`src/rtl/wb_pkg.sv`:
```
// Shared constants for the writeback arbiter: datapath width, requester count/indices,
// and register-index geometry.
// No logic; imported by wb_arbiter and its testbench.
package wb_pkg;
    localparam int XLEN    = 32;   // register-file write data width
    localparam int NREQ    = 3;    // number of writeback requesters
    localparam int REQ_ALU = 0;
    localparam int REQ_LSU = 1;
    localparam int REQ_MDU = 2;
    localparam int RIDX_W  = 5;    // register index width
    localparam int NREG    = 32;   // architectural registers tracked by the scoreboard
endpackage

```
`src/rtl/rr_arbiter.sv`:
```
// Round-robin one-hot grant: search starts at ptr_i, ascends with wrap, first valid wins.
// Latency: purely combinational, zero cycles.
// Backpressure: none; grant is all-zero when no input is valid.
// Ports: valid_i (request vector), ptr_i (search start index), grant_o (one-hot grant).
module rr_arbiter #(
    parameter int N  = 3,
    parameter int PW = 2
) (
    input  logic [N-1:0]  valid_i,
    input  logic [PW-1:0] ptr_i,
    output logic [N-1:0]  grant_o
);

    logic found;
    int   idx;

    always_comb begin
        grant_o = '0;
        found   = 1'b0;
        idx     = 0;
        for (int k = 0; k < N; k++) begin
            idx = (int'(ptr_i) + k) % N;
            if (!found && valid_i[idx]) begin
                grant_o[idx] = 1'b1;
                found        = 1'b1;
            end
        end
    end

endmodule

```
`src/rtl/wb_arbiter.sv`:
```
// Writeback arbiter: round-robin selects one requester per cycle, registers the write to
// the register file, and keeps a busy scoreboard of registers awaiting writeback.
// Latency: transfer in cycle T appears on rf_a3/rf_wd in T+1; busy clears at the end of T+1.
// Backpressure: one transfer accepted every cycle; losers wait with req_ready low.
// Ports: clk/res_n; req_valid/req_rd/req_data/req_ready (per-requester handshake);
//        iss_valid/iss_rd (mark busy); busy (scoreboard); rf_a3/rf_wd (registered RF write).
module wb_arbiter
    import wb_pkg::*;
#(
    parameter int XLEN = wb_pkg::XLEN,
    parameter int NREQ = wb_pkg::NREQ
) (
    input  logic                   clk,
    input  logic                   res_n,
    input  logic [NREQ-1:0]        req_valid,
    input  logic [RIDX_W*NREQ-1:0] req_rd,
    input  logic [XLEN*NREQ-1:0]   req_data,
    output logic [NREQ-1:0]        req_ready,
    input  logic                   iss_valid,
    input  logic [RIDX_W-1:0]      iss_rd,
    output logic [NREG-1:0]        busy,
    output logic [RIDX_W-1:0]      rf_a3,
    output logic [XLEN-1:0]        rf_wd
);

    localparam int PW = (NREQ > 1) ? $clog2(NREQ) : 1;

    logic [PW-1:0]     ptr_q, ptr_d;
    logic [NREQ-1:0]   grant;
    logic              xfer;
    logic [PW-1:0]     sel_idx;
    logic [RIDX_W-1:0] sel_rd;
    logic [XLEN-1:0]   sel_data;

    logic              wr_vld_q, wr_vld_d;
    logic [RIDX_W-1:0] rf_a3_q, rf_a3_d;
    logic [XLEN-1:0]   rf_wd_q, rf_wd_d;
    logic [NREG-1:0]   busy_q, busy_d;

    rr_arbiter #(
        .N  (NREQ),
        .PW (PW)
    ) u_rr (
        .valid_i (req_valid),
        .ptr_i   (ptr_q),
        .grant_o (grant)
    );

    // Grant is masked during reset so no requester sees a handshake it could retire on.
    assign req_ready = res_n ? grant : '0;
    // Registers are held in reset, so the unmasked grant is sufficient for state updates.
    assign xfer      = |grant;

    always_comb begin
        sel_idx  = '0;
        sel_rd   = '0;
        sel_data = '0;
        for (int i = 0; i < NREQ; i++) begin
            if (grant[i]) begin
                sel_idx  = PW'(i);
                sel_rd   = req_rd[RIDX_W*i +: RIDX_W];
                sel_data = req_data[XLEN*i +: XLEN];
            end
        end
    end

    always_comb begin
        ptr_d = ptr_q;
        if (xfer) begin
            ptr_d = (sel_idx == PW'(NREQ - 1)) ? '0 : PW'(sel_idx + PW'(1));
        end
    end

    // The register file has no write enable, so idle cycles and x0 writes both drive
    // address 0 with zero data; only real writes set the pending-valid flag.
    always_comb begin
        wr_vld_d = xfer && (sel_rd != '0);
        rf_a3_d  = wr_vld_d ? sel_rd   : '0;
        rf_wd_d  = wr_vld_d ? sel_data : '0;
    end

    // Clear applies first so a same-edge set of the same register wins.
    always_comb begin
        busy_d = busy_q;
        if (wr_vld_q) begin
            busy_d[rf_a3_q] = 1'b0;
        end
        if (iss_valid && (iss_rd != '0)) begin
            busy_d[iss_rd] = 1'b1;
        end
        busy_d[0] = 1'b0;
    end

    always_ff @(posedge clk or negedge res_n) begin
        if (!res_n) begin
            ptr_q    <= '0;
            wr_vld_q <= 1'b0;
            rf_a3_q  <= '0;
            rf_wd_q  <= '0;
            busy_q   <= '0;
        end else begin
            ptr_q    <= ptr_d;
            wr_vld_q <= wr_vld_d;
            rf_a3_q  <= rf_a3_d;
            rf_wd_q  <= rf_wd_d;
            busy_q   <= busy_d;
        end
    end

    assign rf_a3 = rf_a3_q;
    assign rf_wd = rf_wd_q;
    assign busy  = busy_q;

endmodule

```
`config.mk`:
```
export PLATFORM = sky130hd
export DESIGN_NAME = wb_arbiter
export DESIGN_NICKNAME = d
export VERILOG_FILES = /design/src/rtl/wb_pkg.sv /design/src/rtl/rr_arbiter.sv /design/src/rtl/wb_arbiter.sv
export SDC_FILE = /design/constraint.sdc
export NUM_CORES = 1
export LEC_CHECK = 0
export BUFFER_PORTS_ARGS = -buffer_cell sky130_fd_sc_hd__buf_4
export CORE_MARGIN = 3
export CORE_UTILIZATION = 30
export DETAILED_ROUTE_END_ITERATION = 10
export PLACE_DENSITY = 0.56
export SLEW_MARGIN = 20
export SYNTH_ARGS = -nofsm -noshare
export SYNTH_HDL_FRONTEND = slang
export SYNTH_HIERARCHICAL = 1
export SYNTH_SLANG_ARGS = --single-unit
```
`constraint.sdc`:
```
create_clock -name clk -period 3.8 [get_ports clk]
set_input_delay 0.38 -clock clk [delete_from_list [all_inputs] [get_ports clk]]
set_output_delay 0.38 -clock clk [all_outputs]
set_load 0.005 [all_outputs]
```
==> Yosys cells after proc, flatten, opt, wreduce, memory -nomap -nowiden <==
Index checks and enable logic that the tools add are counted.
W data, S select, Z words.
{ "classes": {"n_addsub": 3, "div_mod_pow": 3, "magnitude_cmp": 10, "eq_ne": 1, "mux": 38, "bitwise": 5, "reduce_logical": 14} }
{ "op_table": {"columns": ["op", "count"], "rows": [
  ["$mux W32", 6],
  ["$ge A32 B1 Y1 const B", 3],
  ["$lt A32 B4 Y1 const B", 3],
  ["$mod A32 B3 Y32 const B", 2],
  ["$and A32 B32 Y32", 1],
  ["$mod A3 B3 Y32 const B", 1],
  ["$not A32 Y32", 1],
  ["$or A32 B32 Y32", 1],
  ["$mux W5", 4],
  ["$mux W1", 14],
  ["$lt A5 B6 Y1 const B", 2],
  ["$mux W3", 4],
  ["$demux W1 S5", 2],
  ["$ge A5 B1 Y1 const B", 2],
  ["$reduce_bool A5 Y1", 2],
  ["$logic_and A1 B1 Y1", 9],
  ["$bmux W1 S2", 3],
  ["$demux W1 S2", 3],
  ["$or A3 B3 Y3", 2],
  ["$mux W2", 2],
  ["$add A2 B1 Y3 const B", 1],
  ["$add A2 B2 Y3 const B", 1],
  ["$reduce_or A3 Y1", 1],
  ["$add A2 B1 Y2 const B", 1],
  ["other kinds (2)", 3]
]} }
{ "totals": {"regBits": 71, "out_inout_bits": 72, "wordCells": 79} }

==> Logic depth before layout (Yosys ltp) <==
Gate-level depths: netlist of run 1.
{ "logic_depth": {"ltp_word": 17, "mapped_depth": 14} }

==> Modules after synthesis <==
The synthesis of run 1 kept the hierarchy.
{ "modules_own_cells": {"columns": ["mod", "instances", "cells_each", "area_per_inst_um2"], "rows": [
  ["wb_arbiter", 1, 311, 3508.4],
  ["rr_arbiter", 1, 35, 265.3]
]} }

==> Worst setup path before layout of run 1 <==
No wires, ideal clock.
{ "synth_path": {"path_type": "reg-to-reg", "start": "register ptr_q[0]", "end": "register rf_wd_q[10] (netlist: rf_wd[10])", "setup_ns": 0.152, "arrival_time_ns": 2.697, "required_ns": 3.648, "slack_ns": 0.951, "stages_incl_launch_ff": 14, "synth_period_minus_slack_ns": 2.849, "cell_sequence": "dfrtp_1 inv_1 ha_1 buf_4 and4bb_2 a311o_1 a32oi_1 o21ai_1 nor2b_1 buf_2 a221o_1 o21ai_2 buf_6 a221oi_2"} }
{ "synth_between": {"elab_chain_cells": 17, "elab_cells_between_ends": 50, "classes_between": "add/sub (2); div (3); order compare (6); mux (27); bitwise (2); reduce/logical (10)"} }
{ "synth_lines": {"columns": ["item", "line", "text"], "rows": [
  ["from (decl)", "wb_arbiter.sv:28", "logic [PW-1:0] ptr_q, ptr_d;"],
  ["from (signal assigned)", "wb_arbiter.sv:102", "ptr_q <= ptr_d;"],
  ["branches (longest 10 deep; another with $mod A32 B3 Y32)", null, null],
  ["$mux W3 (*)", "rr_arbiter.sv:23", "if (!found && valid_i[idx]) begin"],
  ["via grant[0]", "wb_arbiter.sv:29", "logic [NREQ-1:0] grant;"],
  ["$mux W5 (3 in a row)", "wb_arbiter.sv:59", "if (grant[i]) begin"],
  ["$reduce_bool A5 Y1", "wb_arbiter.sv:77", "wr_vld_d = xfer && (sel_rd != '0);"],
  ["$logic_and A1 B1 Y1", "wb_arbiter.sv:77", null],
  ["$mux W32 (*)", "wb_arbiter.sv:79", "rf_wd_d = wr_vld_d ? sel_data : '0;"],
  ["via rf_wd_d[10]", "wb_arbiter.sv:37", "logic [XLEN-1:0] rf_wd_q, rf_wd_d;"],
  ["to (signal assigned)", "wb_arbiter.sv:105", "rf_wd_q <= rf_wd_d;"],
  ["to (decl)", "wb_arbiter.sv:37", null]
]} }
Mark *: on every way through the listed nets, which the timed path passes. The select of a mux whose other input is x is not followed.
A chain may end at the register's enable or synchronous reset.

==> Final worst setup path of run 1 <==
{ "layout_path": {"start": "register ptr_q[1]", "end": "output port req_ready[2]"} }
{ "layout_between": {"elab_chain_cells": 12, "elab_cells_between_ends": 41, "classes_between": "add/sub (2); div (3); order compare (6); mux (21); bitwise (2); reduce/logical (7)"} }
{ "layout_lines": {"columns": ["item", "line", "text"], "rows": [
  ["branches (longest 10 deep; another with $mod A32 B3 Y32)", null, null],
  ["$mux W3 (*)", "rr_arbiter.sv:23", null],
  ["via grant[2]", "wb_arbiter.sv:29", null],
  ["$mux W3 (*)", "wb_arbiter.sv:50", "assign req_ready = res_n ? grant : '0;"],
  ["to (decl)", "wb_arbiter.sv:18", "output logic [NREQ-1:0] req_ready,"]
]} }
Marks and branches as above.

==> key figures, run 1 <==
Critical path
  • Slowest CP cell: o221ai_4
  • Top delay family on crit path: compound AO/OA/AOI/OAI gates
  • CP Data Arrival Time: 3.02 ns
  • Crit-path max FO: 69
  • Critical Path RT: 3.42 ns
  • Worst setup SP type: flop
  • CP Capture Type: output port
  • CP Class: reg2out
  • Worst-path cell chain: inv_1 > ha_1 > and2b_2 > o21ai_0 > o221ai_1 > o221ai_4 > buf_12 > and2_1 > buf_4
  • WP buf/inv: 3
  • Slowest cell delay on critical path: 0.41 ns

Floorplanning
  • Die height: 118 um
  • Die ar.: 14,000 um^2
  • Row count: 40
  • Boundary Pins: 194
  • Core Footprint: 12,200 um^2
  • Starting Density: 31.0%
  • Horiz. Die Dim: 118 um

Synth
  • Sequential share of the synthesized area: 47.1%
  • Library cells used by synthesis: 36
  • Yosys reg bits: 71
  • Synth async-reset ratio: 100%
  • Top_reg_cell synth: dfrtp_1
  • Syn Inst Count: 346
  • Ys Warns: 6
  • Post-synth EDFFs: 0
  • Syn Nets: 472
  • Mapped Area: 3770 um^2
  • Avg Synthesized Cell Area: 10.9 um^2

Global routing
  • Initial antenna violation count: 0
  • Vias in the first global route: 3,705
  • Largest net degree at the start of global routing: 72
  • First-pass GRT wire length: 19.9 mm
  • Gr usage total: 17.9%
  • Grt total ovfl: 0

STA
  • Final Cycle Share: 89.5%
  • Min cycle time layout: 3.40 ns
  • Slew Limit Headroom: 39.8%
  • Pins Over Slew Limit: 0
  • Layout Skew: 0.00922 ns
  • Setup repair after global routing missed its margin: false
  • Final Hold Viols: 0
  • # setup viols final: 0
  • Worst slew pin tran: 0.903 ns
  • Final WS setup: 0.399 ns
  • FMAX: 294 MHz
  • Setup tns final: 0 ns

Power
  • Worst vdd ir: 0.471 mV
  • Power Density: 982 nW/um^2
  • Static Leak: 0.00265 uW

Detailed routing
  • Antenna-violating nets left: 0
  • DR vias: 3,601
  • DRT iter0 DRCs: 311
  • Via density: 5.12
  • Detailed Routing Iterations Pass 1: 4
  • # DRC: 0
  • Detailed Route WL: 12.8 mm
  • Drt wl/cell: 18.1 um

Final layout
  • Synthesis-to-finish area growth: 51.7%
  • Most frequent cells in the layout: buf_4, dfrtp_1, o21ai_0
  • Fillers: 1,189
  • Fin area: 5720 um^2
  • Commonest non-fill, non-tap cell in the layout: buf_4
  • Share of post-route cells with drive strength above 1: 49.5%
  • Post-layout net count: 656
  • ANT cells: 0

CTS
  • Worst-path clk slew: 0.06 ns
  • CTS Hold Bufs: 0
  • CTS Buffer Depth: 2
  • CTS tree: done
  • Post-CTS Resized: 0
  • Clock Latency Late Sink: 0.32 ns
  • H-tree levels: 3
  • Post-CTS Setup Bufs: 0
  • Clock sinks: 71
  • Clk root buf: clkbuf_16
  • TritonCTS Buffers: 9

Place
  • DP HPWL: 9.62 mm
  • Area after DPL: 5370 um^2
  • PortBufs: 192
  • Post-place setup slack: 0.517 ns
  • GPL Wtd Cong: 0.861

Status
  • Status: completed

Job
  • Max cap viols: 0

Min path
  • Worst Hold Class: in2reg
-- layer usage --
| metal | up-vias | routed length, um | track usage (%) |
|---|---|---|---|
| li1 | 1689 | - | - |
| met1 | 1751 | 5160 | 22.1 |
| met2 | 151 | 6360 | 30.0 |
| met3 | 10 | 1110 | 6.12 |
| met4 | 0 | 119 | 4.18 |
| met5 | - | 0 | 0 |
-- worst register-to-register path, cell delays in order (launching register included) --
cell,delay (ns)
dfrtp_1,0.39
inv_1,0.08
ha_1,0.31
and2b_2,0.28
o21ai_0,0.23
o221ai_1,0.32
o21ai_1,0.58
nor2b_2,0.27
a221o_1,0.19
o21ai_4,0.06
buf_4,0.21
a221oi_1,0.27
-- cells by family after synthesis --
kind of cell             count (synthesis)  share of synthesized area (%)
adder cells (fa/ha/maj)                  4                           1.33
buffers and inverters                   64                           8.49
AND/OR/NAND/NOR                         54                           9.85
other                                    1                         0.0994
AO/OA/AOI/OAI                          149                           32.4
multiplexers                             3                          0.796
flip-flops                              71                           47.1
-- cells in the mapped netlist (all sizes together), types with 2 or more instances --
library cell  count  area [um^2]
a221oi           64          742
or2b              2         15.0
ha                4         50.1
nor2              4         15.0
nand3             5         25.0
or3               2         12.5
nand3b           16          120
o21ai            67          339
nor2b             6         37.5
o221ai            2         17.5
a21oi            10         72.6
clkbuf           11         41.3
inv              38          143
or3b              6         52.6
and2b             2         17.5
o22ai             2         12.5
buf              15          136
dfrtp            71         1780
nand2             5         18.8
and2              3         18.8
mux2i             3         30.0
-- through the flow --
stage,cells,util [%],power [uW],hold WS (ns)
finish,703,47.1,5620,0.313
global route,703,47.1,6050,0.302
CTS,703,47.1,5680,0.299
detailed placement,687,44.1,4690,0.497
global placement,687,44.1,4630,0.488
floorplan,346,-,3540,0.0844
-- registers in the layout, indices dropped and copies added, names as in the netlist --
register,count
rf_wd,32
rf_a3,5
wr_vld_q,1
busy,31
ptr_q,2
-- area by class of cell --
cell class                      instances  area, um^2  area share [%]
Tap cell                              168         210            3.67
Clock buffer                           11         253            4.42
Clock inverter                          5         104            1.81
Sequential cell                        71        1780            31.0
Multi-Input combinational cell        211        1720            30.0
Inverter                               38         143            2.49
Timing Repair Buffer                  199        1520            26.5
-- power by group --
group / leakage, uW / switching [uW] / internal, uW
Clock: 0.000176 / 313 / 677
Combinational: 0.00162 / 1810 / 1490
Sequential: 0.000854 / 199 / 1130
Total: 0.00265 / 2320 / 3300
-- final timing paths --
check	start	to	slack (ns)	depth (start not counted)
hold / removal	req_data[82]	rf_wd[18]$_DFF_PN0_	0.31	3
setup / recovery	ptr_q[1]$_DFFE_PN0P_	req_ready[2]	0.40	9
hold reg to reg	busy[1]$_DFF_PN0_	busy[1]$_DFF_PN0_	0.50	2
min in group asynchronous	res_n	rf_wd[18]$_DFF_PN0_	0.33	2
max in group asynchronous	res_n	busy[20]$_DFF_PN0_	2.88	2
setup reg to reg	ptr_q[1]$_DFFE_PN0P_	rf_wd[31]$_DFF_PN0_	0.51	11
(Power assumes the default switching activity.)
==> run 2: changes to the inputs <==
PLACE_DENSITY = 0.58   (was 0.56)
clock period = 2.7 ns   (was 3.8 ns; I/O delays follow)
==> key figures, run 2 (synthesized netlist as in run 1, its figures left out) <==
Final layout
  • Fin area: 6270 um^2
  • ANT cells: 0
  • Post-layout net count: 703
  • Synthesis-to-finish area growth: 66.2%
  • Final Non-Filler Cells: 750
  • Fin util: 51.6%
  • Fillers: 1,121
  • Commonest non-fill, non-tap cell in the layout: buf_4
  • Share of post-route cells with drive strength above 1: 56.2%
  • Most frequent cells in the layout: buf_4, dfrtp_1, o21ai_0
  • Largest register FFs: 32

Detailed routing
  • Antenna-violating nets left: 0
  • Wl on met1: 5.22 mm
  • # DRC: 0
  • Detailed Route WL: 13.4 mm
  • DR vias: 3,740
  • Via density: 4.99
  • Drt wl/cell: 17.8 um
  • Max Used Layer: met4
  • DRT iter0 DRCs: 265
  • Met2 wire length: 6.65 mm
  • WL met3: 1.27 mm
  • Detailed Routing Iterations Pass 1: 4

Floorplanning
  • Horiz. Die Dim: 118 um
  • Row count: 40
  • Starting Density: 31.0%
  • Die ar.: 14,000 um^2
  • Boundary Pins: 194
  • Die height: 118 um
  • Core Footprint: 12,200 um^2

Critical path
  • Worst-path cell chain: ha_4 > and4bb_2 > a311o_1 > nand3_1 > o221ai_4 > buf_4 > a21oi_2 > a21oi_2 > nor4_4 > buf_4 > buf_12 > buf_12 > a221oi_2
  • CP Class: reg2reg
  • Critical Path RT: 2.88 ns
  • Slowest cell delay on critical path: 0.44 ns
  • Top delay family on crit path: compound AO/OA/AOI/OAI gates
  • Worst R2R Start: ptr_q[1]$_DFFE_PN0P_
  • CP startpoint: ptr_q[1]$_DFFE_PN0P_
  • Worst setup SP type: flop
  • Crit-path max FO: 7
  • WP buf/inv: 4
  • CP Data Arrival Time: 3.05 ns
  • Slowest CP cell: dfrtp_2
  • CP Capture Type: flop

STA
  • Pins Over Slew Limit: 0
  • Min cycle time layout: 2.87 ns
  • # setup viols final: 35
  • Slew Limit Headroom: 47.1%
  • Final Cycle Share: 106%
  • Setup repair after global routing missed its margin: true
  • Fin Hold WS: 0.206 ns
  • Final Hold Viols: 0
  • Final WS setup: -0.168 ns
  • Layout Skew: 0.00622 ns
  • Worst slew pin tran: 0.794 ns
  • FMAX: 349 MHz

CTS
  • H-tree levels: 3
  • Clk root buf: clkbuf_16
  • TritonCTS Buffers: 9
  • CTS Buffer Depth: 2
  • Clock Latency Late Sink: 0.32 ns
  • Worst-path clk slew: 0.06 ns
  • Clock sinks: 71
  • CTS tree: done

Power
  • Static Leak: 0.00290 uW
  • Power Density: 1490 nW/um^2
  • Worst vdd ir: 0.854 mV

Place
  • GPL Wtd Cong: 0.807
  • Placed cells: 717
  • PortBufs: 192
  • Area after DPL: 5650 um^2
  • DP HPWL: 10.1 mm

Global routing
  • Vias in the first global route: 3,996
  • Largest net degree at the start of global routing: 64
  • Grt total ovfl: 0
  • First-pass GRT wire length: 20.8 mm
  • Gr usage total: 18.5%
  • Initial antenna violation count: 0

Job
  • Max cap viols: 0

Min path
  • HP Start: req_data[93]
  • Worst Hold Class: in2reg

Status
  • Violated checks: setup timing
  • Status: finished with violations
==> run 2: cell count changes in the layout (fill, tap and decap cells not counted), sizes merged <==
cell | before | now
buf | 199 | 243
bufinv | 3 | 0
clkbuf | 11 | 12
clkinvlp | 0 | 4
dlygate4sd3 | 0 | 1
==> run 2: path summary, 6_finish.rpt <==
path                                        to  cells after the start  slack (ns)
max                        rf_wd[22]$_DFF_PN0_                     13       -0.17
min                        rf_wd[29]$_DFF_PN0_                      3        0.21
max in group asynchronous    busy[8]$_DFF_PN0_                      3        1.28
min reg2reg                 busy[29]$_DFF_PN0_                      2        0.50
min in group asynchronous  rf_wd[28]$_DFF_PN0_                      2        0.40
max reg2reg                rf_wd[22]$_DFF_PN0_                     13       -0.17
==> run 2: where the power goes <==
group	internal [uW]	leakage (uW)	switching (uW)
clock network	624	0.000121	458
logic	3400	0.00193	2990
registers	1600	0.000853	304
total	5620	0.00290	3750
==> run 2: worst register-to-register path, cell delays in order, from the launching register on <==
cell      delay, ns
dfrtp_2        0.44
ha_4           0.28
and4bb_2       0.22
a311o_1        0.31
nand3_1        0.13
o221ai_4       0.16
buf_4          0.19
a21oi_2        0.12
a21oi_2        0.09
nor4_4         0.26
buf_4          0.18
buf_12         0.15
buf_12         0.14
a221oi_2       0.07
==> run 2: final cells by class <==
class / instances / area [um^2] / area share [%]
clock buffers: 10 / 229 / 3.65
inverters: 38 / 143 / 2.27
clock inverters: 6 / 47.5 / 0.758
flip-flops and latches: 71 / 1780 / 28.3
well taps: 168 / 210 / 3.35
multi-input cells: 211 / 1840 / 29.4
repair buffers: 246 / 2020 / 32.3
==> run 2: timing repair <==
action / in CTS / in global routing
hold buffers: 1 / 0
endpoints found under the hold margin: 8 / 0
gates resized for setup: 14 / 21
cloned: 0 / 2
pin swaps: 3 / 12
buffers inserted: 7 / 7
setup endpoints to repair: 37 / 37
==> run 2: metal layers <==
| layer | up-vias | track usage, % |
|---|---|---|
| met5 | - | 0 |
| met4 | 0 | 6.23 |
| met3 | 18 | 6.60 |
| met2 | 159 | 31.4 |
| met1 | 1780 | 21.8 |
| li1 | 1783 | - |
==> run 2: metrics by stage <==
step / power (uW) / worst slack, ns / TNS (ns)
floorplan: 5040 / -0.0635 / -1.66
global placement: 7240 / -0.131 / -3.10
detailed placement: 7360 / -0.285 / -7.11
CTS: 8800 / -0.117 / -2.76
global route: 10000 / -0.282 / -7.93
finish: 9370 / -0.168 / -4.09
